<file path="src/rtl/tcp_rx_session_reader_if.sv">
// ----------------------------------------------------------------------------
// tcp_rx_session_reader_if
//
// Bundles the handshake and stream channels of tcp_rx_session_reader.
// Signal names keep the original s_/m_ prefixes as seen from the reader.
//
//   s_notif_*   TCP notification in   (valid/data in, ready out)
//   m_readpkg_* read-package request  (valid/data out, ready in)
//   s_rxmeta_*  rx metadata in        (valid/data in, ready out)
//   s_rxdata_*  rx payload stream in  (valid/data/keep/last in, ready out)
//   m_ep_*      endpoint stream out   (valid/data/keep/last out, ready in)
//
// Modports:
//   master : the environment around the reader (TCP stack + endpoint)
//   slave  : the reader itself
// ----------------------------------------------------------------------------
interface tcp_rx_session_reader_if #(
  parameter int unsigned DATA_WIDTH = 512
) ();

  localparam int unsigned KEEP_WIDTH = DATA_WIDTH / 8;

  // Notification channel
  logic                  s_notif_valid;
  logic                  s_notif_ready;
  logic [87:0]           s_notif_data;

  // Read-package request channel
  logic                  m_readpkg_valid;
  logic                  m_readpkg_ready;
  logic [31:0]           m_readpkg_data;

  // Rx metadata channel
  logic                  s_rxmeta_valid;
  logic                  s_rxmeta_ready;
  logic [15:0]           s_rxmeta_data;

  // Rx payload stream
  logic                  s_rxdata_valid;
  logic                  s_rxdata_ready;
  logic                  s_rxdata_last;
  logic [DATA_WIDTH-1:0] s_rxdata_data;
  logic [KEEP_WIDTH-1:0] s_rxdata_keep;

  // Endpoint stream
  logic                  m_ep_valid;
  logic                  m_ep_ready;
  logic                  m_ep_last;
  logic [DATA_WIDTH-1:0] m_ep_data;
  logic [KEEP_WIDTH-1:0] m_ep_keep;

  modport master (
    output s_notif_valid,  s_notif_data,
    input  s_notif_ready,
    input  m_readpkg_valid, m_readpkg_data,
    output m_readpkg_ready,
    output s_rxmeta_valid, s_rxmeta_data,
    input  s_rxmeta_ready,
    output s_rxdata_valid, s_rxdata_last, s_rxdata_data, s_rxdata_keep,
    input  s_rxdata_ready,
    input  m_ep_valid, m_ep_last, m_ep_data, m_ep_keep,
    output m_ep_ready
  );

  modport slave (
    input  s_notif_valid,  s_notif_data,
    output s_notif_ready,
    output m_readpkg_valid, m_readpkg_data,
    input  m_readpkg_ready,
    input  s_rxmeta_valid, s_rxmeta_data,
    output s_rxmeta_ready,
    input  s_rxdata_valid, s_rxdata_last, s_rxdata_data, s_rxdata_keep,
    output s_rxdata_ready,
    output m_ep_valid, m_ep_last, m_ep_data, m_ep_keep,
    input  m_ep_ready
  );

endinterface

</file>
<file path="src/rtl/tcp_rx_session_reader.sv">
// ----------------------------------------------------------------------------
// tcp_rx_session_reader
//
// Turns TCP receive notifications into read-package requests, then forwards
// the matching rx payload to the endpoint preceded by one header beat that
// carries {port, ip, length, session} in bits [79:0].
// Empty or closed notifications are dropped and counted. A metadata session
// differing from the request and a payload byte count differing from the
// notified length raise sticky error flags. Only one request is outstanding:
// notifications are accepted in IDLE only.
//
// Ports:
//   net_clk      clock
//   net_aresetn  synchronous active-low reset
//   bus          handshake/stream channels (tcp_rx_session_reader_if.slave)
//   drop_cnt     notifications dropped (length 0 or closed)
//   pkt_cnt      packets fully forwarded
//   err_session  sticky: metadata session differed from the request
//   err_length   sticky: payload byte count differed from the notified length
// ----------------------------------------------------------------------------
module tcp_rx_session_reader #(
  parameter int unsigned DATA_WIDTH = 512,
  parameter int unsigned CNT_WIDTH  = 32
) (
  input  logic                       net_clk,
  input  logic                       net_aresetn,
  tcp_rx_session_reader_if.slave     bus,
  output logic [CNT_WIDTH-1:0]       drop_cnt,
  output logic [CNT_WIDTH-1:0]       pkt_cnt,
  output logic                       err_session,
  output logic                       err_length
);

  localparam int unsigned KEEP_WIDTH = DATA_WIDTH / 8;

  typedef enum logic [2:0] {
    IDLE,
    REQ,
    META,
    HDR,
    DATA
  } state_e;

  state_e                state_q,       state_d;
  logic [15:0]           session_q,     session_d;
  logic [15:0]           length_q,      length_d;
  logic [31:0]           ip_q,          ip_d;
  logic [15:0]           port_q,        port_d;
  logic [16:0]           byte_cnt_q,    byte_cnt_d;
  logic [CNT_WIDTH-1:0]  drop_cnt_q,    drop_cnt_d;
  logic [CNT_WIDTH-1:0]  pkt_cnt_q,     pkt_cnt_d;
  logic                  err_session_q, err_session_d;
  logic                  err_length_q,  err_length_d;

  // Combinational channel outputs
  logic                  notif_ready;
  logic                  rp_valid;
  logic [31:0]           rp_data;
  logic                  meta_ready;
  logic                  rx_ready;
  logic                  ep_valid;
  logic                  ep_last;
  logic [DATA_WIDTH-1:0] ep_data;
  logic [KEEP_WIDTH-1:0] ep_keep;

  logic [DATA_WIDTH-1:0] hdr_data;
  logic [16:0]           beat_bytes;
  logic [16:0]           total_bytes;

  logic                  unused_reserved;
  assign unused_reserved = ^bus.s_notif_data[87:81];

  function automatic logic [16:0] popcount(input logic [KEEP_WIDTH-1:0] k);
    logic [16:0] c;
    c = '0;
    for (int unsigned i = 0; i < KEEP_WIDTH; i++) begin
      c = c + {16'd0, k[i]};
    end
    return c;
  endfunction

  always_comb begin
    hdr_data        = '0;
    hdr_data[79:0]  = {port_q, ip_q, length_q, session_q};
  end

  assign beat_bytes  = popcount(bus.s_rxdata_keep);
  assign total_bytes = byte_cnt_q + beat_bytes;

  always_comb begin
    state_d       = state_q;
    session_d     = session_q;
    length_d      = length_q;
    ip_d          = ip_q;
    port_d        = port_q;
    byte_cnt_d    = byte_cnt_q;
    drop_cnt_d    = drop_cnt_q;
    pkt_cnt_d     = pkt_cnt_q;
    err_session_d = err_session_q;
    err_length_d  = err_length_q;

    notif_ready   = 1'b0;
    rp_valid      = 1'b0;
    rp_data       = '0;
    meta_ready    = 1'b0;
    rx_ready      = 1'b0;
    ep_valid      = 1'b0;
    ep_last       = 1'b0;
    ep_data       = '0;
    ep_keep       = '0;

    // Outputs are forced quiet while reset is held, so the cycle in which
    // reset is sampled never presents a valid or ready to a neighbour.
    if (net_aresetn) begin
      unique case (state_q)
        IDLE: begin
          notif_ready = 1'b1;
          if (bus.s_notif_valid) begin
            session_d = bus.s_notif_data[15:0];
            length_d  = bus.s_notif_data[31:16];
            ip_d      = bus.s_notif_data[63:32];
            port_d    = bus.s_notif_data[79:64];
            if (bus.s_notif_data[80] || (bus.s_notif_data[31:16] == 16'd0)) begin
              drop_cnt_d = drop_cnt_q + CNT_WIDTH'(1);
            end else begin
              state_d = REQ;
            end
          end
        end

        REQ: begin
          rp_valid = 1'b1;
          rp_data  = {length_q, session_q};
          if (bus.m_readpkg_ready) begin
            state_d = META;
          end
        end

        META: begin
          meta_ready = 1'b1;
          if (bus.s_rxmeta_valid) begin
            if (bus.s_rxmeta_data != session_q) begin
              err_session_d = 1'b1;
            end
            state_d = HDR;
          end
        end

        HDR: begin
          ep_valid = 1'b1;
          ep_keep  = '1;
          ep_data  = hdr_data;
          if (bus.m_ep_ready) begin
            byte_cnt_d = '0;
            state_d    = DATA;
          end
        end

        DATA: begin
          ep_valid = bus.s_rxdata_valid;
          rx_ready = bus.m_ep_ready;
          ep_data  = bus.s_rxdata_data;
          ep_keep  = bus.s_rxdata_keep;
          ep_last  = bus.s_rxdata_last;
          if (bus.s_rxdata_valid && bus.m_ep_ready) begin
            byte_cnt_d = total_bytes;
            if (bus.s_rxdata_last) begin
              if (total_bytes != {1'b0, length_q}) begin
                err_length_d = 1'b1;
              end
              pkt_cnt_d = pkt_cnt_q + CNT_WIDTH'(1);
              state_d   = IDLE;
            end
          end
        end

        default: state_d = IDLE;
      endcase
    end
  end

  always_ff @(posedge net_clk) begin
    if (!net_aresetn) begin
      state_q       <= IDLE;
      session_q     <= '0;
      length_q      <= '0;
      ip_q          <= '0;
      port_q        <= '0;
      byte_cnt_q    <= '0;
      drop_cnt_q    <= '0;
      pkt_cnt_q     <= '0;
      err_session_q <= 1'b0;
      err_length_q  <= 1'b0;
    end else begin
      state_q       <= state_d;
      session_q     <= session_d;
      length_q      <= length_d;
      ip_q          <= ip_d;
      port_q        <= port_d;
      byte_cnt_q    <= byte_cnt_d;
      drop_cnt_q    <= drop_cnt_d;
      pkt_cnt_q     <= pkt_cnt_d;
      err_session_q <= err_session_d;
      err_length_q  <= err_length_d;
    end
  end

  assign bus.s_notif_ready   = notif_ready;
  assign bus.m_readpkg_valid = rp_valid;
  assign bus.m_readpkg_data  = rp_data;
  assign bus.s_rxmeta_ready  = meta_ready;
  assign bus.s_rxdata_ready  = rx_ready;
  assign bus.m_ep_valid      = ep_valid;
  assign bus.m_ep_last       = ep_last;
  assign bus.m_ep_data       = ep_data;
  assign bus.m_ep_keep       = ep_keep;

  assign drop_cnt    = drop_cnt_q;
  assign pkt_cnt     = pkt_cnt_q;
  assign err_session = err_session_q;
  assign err_length  = err_length_q;

endmodule

</file>
<file path="src/flat_wrapper.sv">
// flat-port wrapper written by rule: the top's interface ports become plain ports
module tcp_rx_session_reader_flat 
#(
  parameter int unsigned DATA_WIDTH = 512,
  parameter int unsigned CNT_WIDTH  = 32
)
  (net_clk, net_aresetn, drop_cnt, pkt_cnt, err_session, err_length, bus_s_notif_valid, bus_s_notif_data, bus_s_notif_ready, bus_m_readpkg_valid, bus_m_readpkg_data, bus_m_readpkg_ready, bus_s_rxmeta_valid, bus_s_rxmeta_data, bus_s_rxmeta_ready, bus_s_rxdata_valid, bus_s_rxdata_last, bus_s_rxdata_data, bus_s_rxdata_keep, bus_s_rxdata_ready, bus_m_ep_valid, bus_m_ep_last, bus_m_ep_data, bus_m_ep_keep, bus_m_ep_ready);
  tcp_rx_session_reader_if #(.DATA_WIDTH(DATA_WIDTH)) bus_i ();
  input  logic net_clk;
  input  logic net_aresetn;
  output logic [CNT_WIDTH-1:0] drop_cnt;
  output logic [CNT_WIDTH-1:0] pkt_cnt;
  output logic err_session;
  output logic err_length;
  input wire logic [$bits(bus_i.s_notif_valid)-1:0] bus_s_notif_valid;
  input wire logic [$bits(bus_i.s_notif_data)-1:0] bus_s_notif_data;
  output wire logic [$bits(bus_i.s_notif_ready)-1:0] bus_s_notif_ready;
  output wire logic [$bits(bus_i.m_readpkg_valid)-1:0] bus_m_readpkg_valid;
  output wire logic [$bits(bus_i.m_readpkg_data)-1:0] bus_m_readpkg_data;
  input wire logic [$bits(bus_i.m_readpkg_ready)-1:0] bus_m_readpkg_ready;
  input wire logic [$bits(bus_i.s_rxmeta_valid)-1:0] bus_s_rxmeta_valid;
  input wire logic [$bits(bus_i.s_rxmeta_data)-1:0] bus_s_rxmeta_data;
  output wire logic [$bits(bus_i.s_rxmeta_ready)-1:0] bus_s_rxmeta_ready;
  input wire logic [$bits(bus_i.s_rxdata_valid)-1:0] bus_s_rxdata_valid;
  input wire logic [$bits(bus_i.s_rxdata_last)-1:0] bus_s_rxdata_last;
  input wire logic [$bits(bus_i.s_rxdata_data)-1:0] bus_s_rxdata_data;
  input wire logic [$bits(bus_i.s_rxdata_keep)-1:0] bus_s_rxdata_keep;
  output wire logic [$bits(bus_i.s_rxdata_ready)-1:0] bus_s_rxdata_ready;
  output wire logic [$bits(bus_i.m_ep_valid)-1:0] bus_m_ep_valid;
  output wire logic [$bits(bus_i.m_ep_last)-1:0] bus_m_ep_last;
  output wire logic [$bits(bus_i.m_ep_data)-1:0] bus_m_ep_data;
  output wire logic [$bits(bus_i.m_ep_keep)-1:0] bus_m_ep_keep;
  input wire logic [$bits(bus_i.m_ep_ready)-1:0] bus_m_ep_ready;
  assign bus_i.s_notif_valid = bus_s_notif_valid;
  assign bus_i.s_notif_data = bus_s_notif_data;
  assign bus_s_notif_ready = bus_i.s_notif_ready;
  assign bus_m_readpkg_valid = bus_i.m_readpkg_valid;
  assign bus_m_readpkg_data = bus_i.m_readpkg_data;
  assign bus_i.m_readpkg_ready = bus_m_readpkg_ready;
  assign bus_i.s_rxmeta_valid = bus_s_rxmeta_valid;
  assign bus_i.s_rxmeta_data = bus_s_rxmeta_data;
  assign bus_s_rxmeta_ready = bus_i.s_rxmeta_ready;
  assign bus_i.s_rxdata_valid = bus_s_rxdata_valid;
  assign bus_i.s_rxdata_last = bus_s_rxdata_last;
  assign bus_i.s_rxdata_data = bus_s_rxdata_data;
  assign bus_i.s_rxdata_keep = bus_s_rxdata_keep;
  assign bus_s_rxdata_ready = bus_i.s_rxdata_ready;
  assign bus_m_ep_valid = bus_i.m_ep_valid;
  assign bus_m_ep_last = bus_i.m_ep_last;
  assign bus_m_ep_data = bus_i.m_ep_data;
  assign bus_m_ep_keep = bus_i.m_ep_keep;
  assign bus_i.m_ep_ready = bus_m_ep_ready;
  tcp_rx_session_reader #(.DATA_WIDTH(DATA_WIDTH), .CNT_WIDTH(CNT_WIDTH)) u_core (.net_clk(net_clk), .net_aresetn(net_aresetn), .bus(bus_i), .drop_cnt(drop_cnt), .pkt_cnt(pkt_cnt), .err_session(err_session), .err_length(err_length));
endmodule
</file>
<file path="config.mk">
export PLATFORM = sky130hd
export DESIGN_NAME = tcp_rx_session_reader_flat
export DESIGN_NICKNAME = d
export VERILOG_FILES = /design/src/rtl/tcp_rx_session_reader_if.sv /design/src/rtl/tcp_rx_session_reader.sv /design/src/flat_wrapper.sv
export SDC_FILE = /design/constraint.sdc
export NUM_CORES = 1
export LEC_CHECK = 0
export CORE_AREA = 3 3 534 536
export CTS_BUF_LIST = sky130_fd_sc_hd__clkbuf_2
export CTS_CLUSTER_SIZE = 8
export DETAILED_ROUTE_END_ITERATION = 7
export DIE_AREA = 0 0 537 539
export PLACE_DENSITY = 0.34
export SYNTH_ARGS = -nofsm -noshare
export SYNTH_HDL_FRONTEND = slang
export SYNTH_SLANG_ARGS = --single-unit
export TNS_END_PERCENT = 50
</file>
<file path="constraint.sdc">
create_clock -name net_clk -period 9.9 [get_ports net_clk]
set_input_delay 2.97 -clock net_clk [delete_from_list [all_inputs] [get_ports net_clk]]
set_output_delay 2.97 -clock net_clk [all_outputs]
set_load 0.02 [all_outputs]
</file>
==> results_dict.tcl, run 1 <==
set metrics [dict create \
    ys_seq_area_share_pct 23.9 \
    antenna_found_initial 301 \
    ys_ff_latch 166 \
    synth_edf_count 0 \
    die_area_sq_um 289000 \
    max_stage_delay_ns 0.88 \
    path_delay_family "buffers and inverters" \
    reg2regPathDepth 24 \
    yosys.area.top_type "dfxtp_1" \
    critPathCaptureType "primary output" \
    drive_gt1_share_pct 12.2 \
    grt_max_degree 87 \
    io_buffers 1360 \
    cts_max_level 4 \
    drt-total-wl_um 254000 \
    hpwl_um 235000 \
    avgSynthCellArea_sq_um 7.35 \
    post-route-period-util_pct 93.3 \
    clkSinkCount 166 \
    grtUsageTotal_pct 16.9 \
    cts_setup_buffers 0 \
    finalSetupViolations 0 \
    leakagePower_nw 12.6 \
    crit_fanout 86 \
    cts_root_buf "clkbuf_2" \
    final_cells 7064 \
    numCtsBuffers 17 \
    area_growth_pct 147 \
    start_util_pct 4.94 \
    skew_ns 0.0957 \
    synth_area_leaders "dfxtp_1 (24%), and2_1 (22%), nand2_1 (8.8%), fa_1 (7.9%), a22o_1 (5.1%)" \
    fp.dieH_um 539 \
    syn-cell-area_sq_um 13900 \
    crit_top_cell "clkdlybuf4s50_1" \
    cap_violations 0 \
    gp_congestion 1.00 \
    cp_data_arrival_time_ns 6.27 \
    wl_per_cell_um 36.0 \
    cts_hold_buffers 0 \
    synthCells 1891 \
    final_util_pct 12.2 \
    place_inst 6957 \
    relSlewSlack_pct 30.7 \
    cp_slowest_cell "clkdlybuf4s50_1" \
    critPathBufInv 4 \
    grt_pass1_wl_um 300000 \
    required_ns 6.93 \
    die_w_um 537 \
    vdd_drop_max_uv 1140 \
    fmax_mhz 108 \
    synth_nets 2675 \
    tns_ns 0 \
    ys_types 58 \
    drc 0 \
    path_cells "clkdlybuf4s50_1 > nand2b_1 > nor3b_2 > buf_4 > buf_12 > and2_1 > clkdlybuf4s50_1" \
    vias 20400 \
    synth_flop_cell "dfxtp_1" \
    worstSetupStartpointType "primary input" \
    ctsResizeCount 0 \
    worstHoldPathCells 2 \
    cts.path.max_buffers 2 \
    clk_latency_ns 1.24 \
    path_depth 7 \
    viasPerCell 2.89 \
    worst_slew_pin_slew_ns 1.04 \
    firstDrtPassIters 7 \
    synthArstFlopShare_pct 0 \
    status "finished, final reports clean" \
    yosysTopAreaCellShare_pct 23.9 \
    core-area_sq_um 281000 \
    cts_tree "built" \
    hold_slack_ns 0.474 \
    maxSlewViolCount 0 \
    powerDensity_nw_per_um2 178 \
    nets 4017 \
    yosysWarningCount 0 \
    clk_pin_slew_ns 0.35 \
    hp-class "flop to flop" \
    path_class "primary input to primary output" \
    ios 1368 \
    synthMostInstantiatedCell "and2_1" \
    antenna_left 0 \
    ys_top_cells_by_count "and2_1 (482), nand2_1 (327), dfxtp_1 (166)" \
    core.rowCount 195 \
    hold_viol 0 \
    drtIter0Drc 1228 \
    grt_overflow 0 \
    min_period_ns 9.24 \
    rsz0062_at_grt "false" \
    grt_pass1_vias 20300 \
]
final timing paths:
kind / startpoint / end / slack [ns]
setup / recovery: net_aresetn / bus_m_ep_data[142] / 0.66
hold / removal: u_core.ip_q[18] / u_core.ip_q[18] / 0.47
setup reg to reg: u_core.byte_cnt_q[0] / u_core.err_length / 2.76
hold reg to reg: u_core.ip_q[18] / u_core.ip_q[18] / 0.47
per-stage QoR:
step / cell area (sq um) / power (mW) / setup slack, ns
6_report: 34300 / 6.11 / 0.662
2_1_floorplan: 13900 / 3.41 / 0.742
3_3_place_gp: 33900 / 5.78 / -0.601
3_5_place_dp: 33900 / 5.76 / -0.498
4_1_cts: 34200 / 6.27 / 0.631
5_1_grt: 34200 / 6.68 / 0.575
placed cells by master, fill, tap and decap left out, types with 5 or more instances in the layout:
cell type | netlist | routed
clkdlybuf4s50_1 | 0 | 1118
nand3_1 | 25 | 24
a21oi_1 | 112 | 112
xor2_1 | 40 | 40
nand4_1 | 17 | 17
clkbuf_2 | 1 | 17
buf_4 | 1 | 179
nand2_1 | 327 | 327
nor3_1 | 16 | 15
and4_1 | 7 | 7
diode_2 | 0 | 75
nor4_1 | 16 | 15
inv_1 | 103 | 103
a22o_1 | 81 | 81
fa_1 | 55 | 55
nor2b_1 | 5 | 5
or3_1 | 16 | 15
buf_12 | 0 | 166
nor2_1 | 89 | 89
o21ai_0 | 26 | 26
inv_8 | 0 | 5
a22oi_1 | 5 | 5
xnor2_1 | 55 | 55
and2_1 | 482 | 482
and3_1 | 11 | 10
dfxtp_1 | 166 | 166
ha_1 | 41 | 41
final cells by class:
class | instances | area [sq um]
fill | 32400 | 247000
timing repair buffer | 1463 | 15900
multi-input combinational | 1481 | 9670
tap | 3743 | 4680
sequential | 166 | 3320
inverter | 104 | 395
antenna | 75 | 188
clock inverter | 15 | 139
clock buffer | 17 | 85.1
registers in the layout (all words and copies together) (netlist names):
| register | count |
|---|---|
| u_core.state_q | 3 |
| u_core.port_q | 16 |
| u_core.pkt_cnt | 32 |
| u_core.err_session | 1 |
| u_core.err_length | 1 |
| u_core.drop_cnt | 32 |
| u_core.ip_q | 32 |
| u_core.byte_cnt_q | 17 |
| u_core.session_q | 16 |
| u_core.length_q | 16 |
routing by layer:
layer	wire, um	track usage, %
met1	97400	18.8
met2	116000	27.5
met3	35700	10.9
met4	4220	2.19
met5	968	0
worst min-delay path, stage by stage, from the launching register on:
cell	delay [ns]
dfxtp_1	0.39
nand2_1	0.05
a21oi_1	0.05
kinds of logic after synthesis:
logic type	count (synthesis)	share of synthesized area, %
and+or+nand+nor	1030	39.2
muxes	6	0.450
adders and majority gates	96	11.6
DFF	166	23.9
buffers and inverters	244	6.71
AOI/OAI and AO/OA	254	12.2
xor gates and xnor gates	95	5.99
power breakdown:
group,switching [mW],internal [mW],total (mW)
combinational,2.46,2.45,4.92
sequential,0.0575,0.705,0.763
clock,0.352,0.0801,0.433
(Power assumes the default switching activity.)
==> inputs of run 2 (changes only) <==
- ABC_AREA: unset -> 0
==> results of run 2 <==
No change in the layout: final DEF, timing and power equal those of run 1.
